<file path="config.mk">
export PLATFORM = sky130hd
export DESIGN_NAME = alarm_scheduler
export DESIGN_NICKNAME = d
export VERILOG_FILES = /design/src/rtl/alarm_pkg.sv /design/src/rtl/hms_add_min.sv /design/src/rtl/alarm_scheduler.sv
export SDC_FILE = /design/constraint.sdc
export NUM_CORES = 1
export LEC_CHECK = 0
export BUFFER_PORTS_ARGS = -buffer_cell sky130_fd_sc_hd__buf_2
export CORE_UTILIZATION = 65
export CTS_BUF_LIST = sky130_fd_sc_hd__clkbuf_4 sky130_fd_sc_hd__clkbuf_8 sky130_fd_sc_hd__clkbuf_16
export DETAILED_ROUTE_END_ITERATION = 7
export PLACE_DENSITY = 0.9
export RECOVER_POWER = 100
export SYNTH_ARGS = -nofsm -noshare
export SYNTH_HDL_FRONTEND = slang
export SYNTH_SLANG_ARGS = --single-unit
export TNS_END_PERCENT = 50
</file>
<file path="constraint.sdc">
create_clock -name newclk -period 9.47 [get_ports newclk]
set_input_delay 0.4735 -clock newclk [delete_from_list [all_inputs] [get_ports newclk]]
set_output_delay 0.4735 -clock newclk [all_outputs]
set_load 0.05 [all_outputs]
</file>
<file path="src/rtl/alarm_pkg.sv">
// Shared definitions for the alarm scheduler slice.
// Holds the FSM state encoding, the time field width and the wrap limits
// for hours, minutes and seconds.
package alarm_pkg;

   localparam int unsigned TIME_W = 11;

   typedef logic [TIME_W-1:0] time_t;

   localparam time_t HOURS = time_t'(24);
   localparam time_t MINS  = time_t'(60);
   localparam time_t SECS  = time_t'(60);

   // The encoding is visible on the state output, so the values are fixed.
   typedef enum logic [1:0] {
      ST_IDLE   = 2'd0,
      ST_RING   = 2'd1,
      ST_SNOOZE = 2'd2
   } state_t;

   // A time that is out of range must never produce a hit.
   function automatic logic time_valid(input time_t h, input time_t m, input time_t s);
      return (h < HOURS) && (m < MINS) && (s < SECS);
   endfunction

endpackage

</file>
<file path="src/rtl/hms_add_min.sv">
// Combinational hour:minute + ADD_MIN minutes.
// The minute wraps at 60 and carries into the hour, and the hour wraps at 24.
// ADD_MIN must be below 60, so at most one carry can occur.
// Ports:
//   hour, minute          in   current hour and minute
//   sum_hour, sum_minute  out  hour and minute ADD_MIN minutes later
module hms_add_min
   import alarm_pkg::*;
#(
   parameter int ADD_MIN = 5
) (
   input  logic [TIME_W-1:0] hour,
   input  logic [TIME_W-1:0] minute,
   output logic [TIME_W-1:0] sum_hour,
   output logic [TIME_W-1:0] sum_minute
);

   time_t min_sum;
   time_t hour_inc;

   // Add the minutes. A carry moves the result one hour forward, and 23
   // rolls over to hour 0. Out-of-range inputs pass through uncorrected.
   always_comb begin
      min_sum    = minute + time_t'(ADD_MIN);
      hour_inc   = hour + time_t'(1);
      sum_minute = min_sum;
      sum_hour   = hour;
      if (min_sum >= MINS) begin
         sum_minute = min_sum - MINS;
         sum_hour   = (hour_inc >= HOURS) ? '0 : hour_inc;
      end
   end

endmodule

</file>
<file path="src/rtl/alarm_scheduler.sv">
// Multi-slot alarm controller. Every alarm slot shares one buzzer output.
// Ports:
//   newclk, rst               clock, and synchronous active-high reset
//   sec_tick, hour/minute/second
//                             running clock. A new time is valid on sec_tick.
//   cfg_we, cfg_slot, cfg_*   slot register write port
//   snooze, dismiss           one-cycle button pulses
//   ring                      buzzer enable
//   ring_slot                 slot that is ringing or snoozed
//   state                     0=IDLE 1=RING 2=SNOOZE
//   pending                   slots that hit and have not been served yet
//   snooze_cnt                snoozes used in the current event
module alarm_scheduler
   import alarm_pkg::*;
#(
   parameter int NUM_SLOTS      = 4,
   parameter int RING_TIMEOUT_S = 60,
   parameter int SNOOZE_MIN     = 5,
   parameter int MAX_SNOOZE     = 3,
   localparam int SW            = $clog2(NUM_SLOTS)
) (
   input  logic                 newclk,
   input  logic                 rst,
   input  logic                 sec_tick,
   input  logic [TIME_W-1:0]    hour,
   input  logic [TIME_W-1:0]    minute,
   input  logic [TIME_W-1:0]    second,
   input  logic                 cfg_we,
   input  logic [SW-1:0]        cfg_slot,
   input  logic [TIME_W-1:0]    cfg_hour,
   input  logic [TIME_W-1:0]    cfg_minute,
   input  logic [TIME_W-1:0]    cfg_second,
   input  logic                 cfg_arm,
   input  logic                 snooze,
   input  logic                 dismiss,
   output logic                 ring,
   output logic [SW-1:0]        ring_slot,
   output logic [1:0]           state,
   output logic [NUM_SLOTS-1:0] pending,
   output logic [1:0]           snooze_cnt
);

   localparam int TW = $clog2(RING_TIMEOUT_S + 1);

   time_t                slot_hour   [NUM_SLOTS];
   time_t                slot_minute [NUM_SLOTS];
   time_t                slot_second [NUM_SLOTS];
   logic [NUM_SLOTS-1:0] armed;

   logic [NUM_SLOTS-1:0] pending_q;
   logic [NUM_SLOTS-1:0] match;
   logic [NUM_SLOTS-1:0] ring_mask;
   logic [NUM_SLOTS-1:0] hit_mask;
   logic [NUM_SLOTS-1:0] clear_mask;
   logic [SW-1:0]        first_idx;

   state_t               state_q, state_d;
   logic [SW-1:0]        ring_slot_q, ring_slot_d;
   logic [1:0]           snooze_cnt_q, snooze_cnt_d;
   logic [TW-1:0]        timer_q, timer_d;
   time_t                tgt_hour_q, tgt_hour_d;
   time_t                tgt_minute_q, tgt_minute_d;
   time_t                tgt_second_q, tgt_second_d;

   time_t                snz_hour, snz_minute;
   logic                 now_valid;
   logic                 abort;
   logic                 end_event;
   logic                 timeout;
   logic                 snz_hit;

   hms_add_min #(
      .ADD_MIN (SNOOZE_MIN)
   ) u_snooze_add (
      .hour       (hour),
      .minute     (minute),
      .sum_hour   (snz_hour),
      .sum_minute (snz_minute)
   );

   // Slot register file. A write to an index outside NUM_SLOTS is dropped.
   always_ff @(posedge newclk) begin
      if (rst) begin
         armed <= '0;
         for (int i = 0; i < NUM_SLOTS; i++) begin
            slot_hour[i]   <= '0;
            slot_minute[i] <= '0;
            slot_second[i] <= '0;
         end
      end else if (cfg_we) begin
         for (int i = 0; i < NUM_SLOTS; i++) begin
            if (cfg_slot == SW'(i)) begin
               slot_hour[i]   <= cfg_hour;
               slot_minute[i] <= cfg_minute;
               slot_second[i] <= cfg_second;
               armed[i]       <= cfg_arm;
            end
         end
      end
   end

   // Compare only on sec_tick. Each armed slot therefore hits at most once
   // per second of wall time, which is once per day.
   always_comb begin
      now_valid = time_valid(hour, minute, second);
      match     = '0;
      for (int i = 0; i < NUM_SLOTS; i++) begin
         match[i] = sec_tick && now_valid && armed[i] &&
                    (slot_hour[i] == hour) && (slot_minute[i] == minute) &&
                    (slot_second[i] == second);
      end
   end

   // The lowest-index pending slot is served first.
   always_comb begin
      first_idx = '0;
      for (int i = NUM_SLOTS - 1; i >= 0; i--) begin
         if (pending_q[i]) first_idx = SW'(i);
      end
   end

   // Next-state logic. The checks run in priority order:
   //   1. a cfg write to the active slot aborts the event
   //   2. dismiss
   //   3. snooze
   //   4. ring timeout
   // A snooze or timeout after the last allowed snooze ends the event the
   // same way a dismiss does.
   always_comb begin
      state_d      = state_q;
      ring_slot_d  = ring_slot_q;
      snooze_cnt_d = snooze_cnt_q;
      timer_d      = timer_q;
      tgt_hour_d   = tgt_hour_q;
      tgt_minute_d = tgt_minute_q;
      tgt_second_d = tgt_second_q;
      end_event    = 1'b0;

      abort   = cfg_we && (cfg_slot == ring_slot_q) && (state_q != ST_IDLE);
      timeout = (timer_q == TW'(RING_TIMEOUT_S));
      snz_hit = sec_tick && now_valid && (hour == tgt_hour_q) &&
                (minute == tgt_minute_q) && (second == tgt_second_q);

      case (state_q)
         ST_IDLE: begin
            if (|pending_q) begin
               state_d      = ST_RING;
               ring_slot_d  = first_idx;
               snooze_cnt_d = '0;
               timer_d      = '0;
            end
         end
         ST_RING: begin
            if (sec_tick && !timeout) timer_d = timer_q + TW'(1);
            if (dismiss) begin
               end_event = 1'b1;
            end else if (snooze || timeout) begin
               if (snooze_cnt_q < 2'(MAX_SNOOZE)) begin
                  state_d      = ST_SNOOZE;
                  snooze_cnt_d = snooze_cnt_q + 2'd1;
                  tgt_hour_d   = snz_hour;
                  tgt_minute_d = snz_minute;
                  tgt_second_d = second;
               end else begin
                  end_event = 1'b1;
               end
            end
         end
         ST_SNOOZE: begin
            if (dismiss) begin
               end_event = 1'b1;
            end else if (snz_hit) begin
               state_d = ST_RING;
               timer_d = '0;
            end
         end
         default: state_d = ST_IDLE;
      endcase

      if (end_event || abort) state_d = ST_IDLE;
   end

   // Pending update. A new hit sets its bit. The exception is a re-hit of the
   // slot that is already active, which is ignored. The active slot's bit is
   // cleared when its event ends.
   always_comb begin
      ring_mask  = NUM_SLOTS'(1) << ring_slot_q;
      hit_mask   = (state_q != ST_IDLE) ? ring_mask : '0;
      clear_mask = (end_event || abort) ? ring_mask : '0;
   end

   // State register.
   always_ff @(posedge newclk) begin
      if (rst) begin
         state_q      <= ST_IDLE;
         ring_slot_q  <= '0;
         snooze_cnt_q <= '0;
         timer_q      <= '0;
         tgt_hour_q   <= '0;
         tgt_minute_q <= '0;
         tgt_second_q <= '0;
         pending_q    <= '0;
      end else begin
         state_q      <= state_d;
         ring_slot_q  <= ring_slot_d;
         snooze_cnt_q <= snooze_cnt_d;
         timer_q      <= timer_d;
         tgt_hour_q   <= tgt_hour_d;
         tgt_minute_q <= tgt_minute_d;
         tgt_second_q <= tgt_second_d;
         pending_q    <= (pending_q | (match & ~hit_mask)) & ~clear_mask;
      end
   end

   assign ring       = (state_q == ST_RING);
   assign ring_slot  = ring_slot_q;
   assign state      = state_q;
   assign pending    = pending_q;
   assign snooze_cnt = snooze_cnt_q;

endmodule

</file>
==> out/qor.tcl <==
set qor(layout_min_cycle_time_ns) 5.135
set qor(p_leak_nw) 3.927
set qor(timing.critical_path.to_type) {flip-flop}
set qor(synth_cells) 979
set qor(floorplan.die_area_um2) 16430
set qor(post-synth-top-area-fraction_pct) 38.31
set qor(fin_area_um2) 11180
set qor(post-dp-hpwl_um) 18530
set qor(synth.yosys.seq_area_share_pct) 48.57
set qor(cts-hold-fix-buffers) 0
set qor(synth_top_cells_by_area) {sky130_fd_sc_hd__edfxtp_1 38%, sky130_fd_sc_hd__dfxtp_1 10%, sky130_fd_sc_hd__xor2_1 9.1%}
set qor(floorplan.initialDensity_pct) 67.31
set qor(yosys.cell_types.count) 70
set qor(most_frequently_used_flop_master_after_synthesis) {sky130_fd_sc_hd__edfxtp_1}
set qor(placement.io_buffers) 85
set qor(cp-start-kind) {input port}
set qor(tightestPinTransition_ns) 5.105
set qor(grt.overflow.total) 0
set qor(grt.total_usage_pct) 35.14
set qor(synth_area_per_cell_um2) 10.57
set qor(clock_tree.buffer_depth) 2
set qor(post-route-drc-count) 0
set qor(vias) 7874
set qor(clock_sinks) 185
set qor(clock_insertion_delay_worst_skew_ns) 0.45
set qor(floorplan.rows) 45
set qor(drt_first_pass_iters) 7
set qor(n_antenna_cell) 0
set qor(cp_max_fo) 43
set qor(wl_per_cell_um) 22.02
set qor(max-cap-violations) 9
set qor(synthMuxAreaShare_pct) 0.2902
set qor(required_time_of_the_worst_setup_path_ns) 9.60
set qor(min_period_over_period_pct) 54.22
set qor(cp_data_arrival_time_ns) 5.26
set qor(setup_viol) 0
set qor(globalplace.congestion) 0.9788
set qor(die_h_um) 128.2
set qor(post_route_cells_drive_above_1_share_pct) 11.59
set qor(synthMostInstantiatedCell) {sky130_fd_sc_hd__and2_1}
set qor(synthDominantAreaCellType) {sky130_fd_sc_hd__edfxtp_1}
set qor(synth_async_sr_flop_share_pct) 0
set qor(grt_pass1_wl_um) 42330
set qor(ctsRootBufferMaster) {sky130_fd_sc_hd__clkbuf_16}
set qor(worst-setup-path-type) {input port to flip-flop}
set qor(synth_edf_count) 132
set qor(finish.net_count) 1107
set qor(instances_no_fill) 1246
set qor(clock_slew_at_the_register_clock_pins_of_the_worst_setup_and_hold_paths_ns) 0.07
set qor(mappedNetlistArea_um2) 10350
set qor(route.final.wire_length_um) 27440
set qor(complex_gate_fraction_of_the_synthesized_area_pct) 8.199
set qor(dominant_combinational_cell_family_by_area_after_synthesis) {simple AND/OR/NAND/NOR gates}
set qor(dp_slack_ns) 6.500
set qor(post_route_setup_tns_ns) 0
set qor(total_power_mw) 1.916
set qor(avgViaCountPerCell) 6.319
set qor(synth.cells.most_frequent) {134 x sky130_fd_sc_hd__and2_1, 132 x sky130_fd_sc_hd__edfxtp_1, 108 x sky130_fd_sc_hd__xor2_1}
set qor(clock.fmax_ghz) 0.1947
set qor(placement.cell_area_um2) 10760
set qor(p_per_area_nw_per_um2) 171.4
set qor(area_growth_from_synthesis_to_layout_pct) 8.090
set qor(grt_antenna_before_repair) 0
set qor(unrepaired_setup_endpoints_after_global_routing) {no}
set qor(floorplan.core_area_um2) 15370
set qor(cts_resized) 0
set qor(drtAntennaViolNets) 0
set qor(synthXorXnorAreaFrac_pct) 15.07
set qor(synth_fp_nets) 1064
set qor(grt_start_max_net_pins) 44
set qor(fillerInstances) 1094
set qor(grt_pass1_vias) 7496
set qor(timing.hold.worst.class) {input port to flip-flop}
set qor(yosysWarningCount) 0
set qor(tritoncts_clock_tree) {built}
set qor(timing_max_transition_violations_final) 299
set qor(outcome) {finished, violations left}
set qor(arithmetic_cell_share_of_the_synthesized_area_counting_full_adders_half_adders_and_majority_gates_pct) 1.209
set qor(htree_levels) 4
set qor(timing_hold_violations_final) 0
set qor(worst_slack_ns) 4.335
set qor(dieWidth_um) 128.2
set qor(synth_simple_gate_area_share_pct) 21.99
set qor(drt_iter0_drc) 922
set qor(dp.cells) 1214
set qor(timing.clock.skew_ns) 0.01564
set qor(synth_register_bits) 185
set qor(io-pin-count) 86
set qor(postCtsSetupRepairBufs) 0
set qor(cts_buffers) 17
set qor(vdd.ir_drop.worst_mv) 0.1417
set qor(failed_checks) {max-capacitance violations, max-slew violations}
set qor(maxSlewHeadroom_pct) -243.9
==> power by group <==
| group | leakage [nW] | internal (mW) | switching (mW) |
|---|---|---|---|
| Sequential | 1.73 | 0.921 | 0.0258 |
| Combinational | 1.93 | 0.0941 | 0.198 |
| Clock | 0.273 | 0.360 | 0.318 |
| Total | 3.93 | 1.37 | 0.542 |
==> metal layers <==
| layer | GRT usage (%) | vias up | routed length (um) |
|---|---|---|---|
| met5 | 0 | - | 0 |
| met4 | 18.41 | 0 | 1347 |
| met3 | 6.594 | 93 | 2369 |
| met2 | 58.22 | 447 | 13420 |
| met1 | 43.95 | 3762 | 10300 |
| li1 | - | 3572 | - |
==> final cells by class <==
class	instances	area (um^2)	area share, %
Sequential cell	185	5025	44.93
Multi-Input combinational cell	701	4807	42.99
Timing Repair Buffer	96	455.4	4.073
Tap cell	211	264.0	2.361
Inverter	21	78.83	0.7049
Clock inverter	10	83.83	0.7496
Clock buffer	22	469.2	4.196
==> sequential cells by signal (all words and copies together) (netlist names) <==
name / cells
slot_hour: 44
slot_minute: 44
slot_second: 44
tgt_hour_q: 11
tgt_minute_q: 11
tgt_second_q: 11
timer_q: 6
armed: 4
pending: 4
ring_slot: 2
snooze_cnt: 2
state: 2
==> metrics by stage <==
step                utilization (%)  hold WS (ns)
finish                        72.76        0.3423
CTS                           73.63        0.3371
global placement              70.03        0.4509
global route                  72.76        0.3416
floorplan                         -        0.4436
detailed placement            70.03        0.4593
==> cell usage in the layout (no fill, tap or decap), drive strengths merged, types with 7 or more instances in the layout <==
cell and n:
inv 26, xnor2 70, o211ai 12, nand2 64
o21ai 20, edfxtp 132, or4 7, nand4 32
buf 74, dfxtp 53, xor2 108, nor4 40
a21oi 35, and2 135, clkbuf 44, nor3 20
nor2 21, ha 10, or3 8, nand3 32
==> kinds of logic after synthesis <==
group	after synthesis
simple gates	389
mux	3
fa+ha+maj	10
buf+inv	93
xor+xnor	178
compound gates	121
flops	185
==> critical path, stage by stage <==
cell                       delay (ns)
sky130_fd_sc_hd__buf_2           0.07
sky130_fd_sc_hd__clkbuf_1        1.38
sky130_fd_sc_hd__inv_1           0.96
sky130_fd_sc_hd__o21ai_0         2.11
sky130_fd_sc_hd__o21ai_0         0.23
==> worst paths after layout <==
kind | cells past startpoint | to | from | slack (ns)
max reg2reg | 7 | timer_q[0] | state[0] | 5.58
max | 5 | armed[0] | rst | 4.34
min reg2reg | 2 | tgt_second_q[4] | tgt_second_q[4] | 0.47
min | 2 | slot_hour[1][7] | cfg_hour[7] | 0.34
No activity file was read; power rests on OpenSTA's default activity.
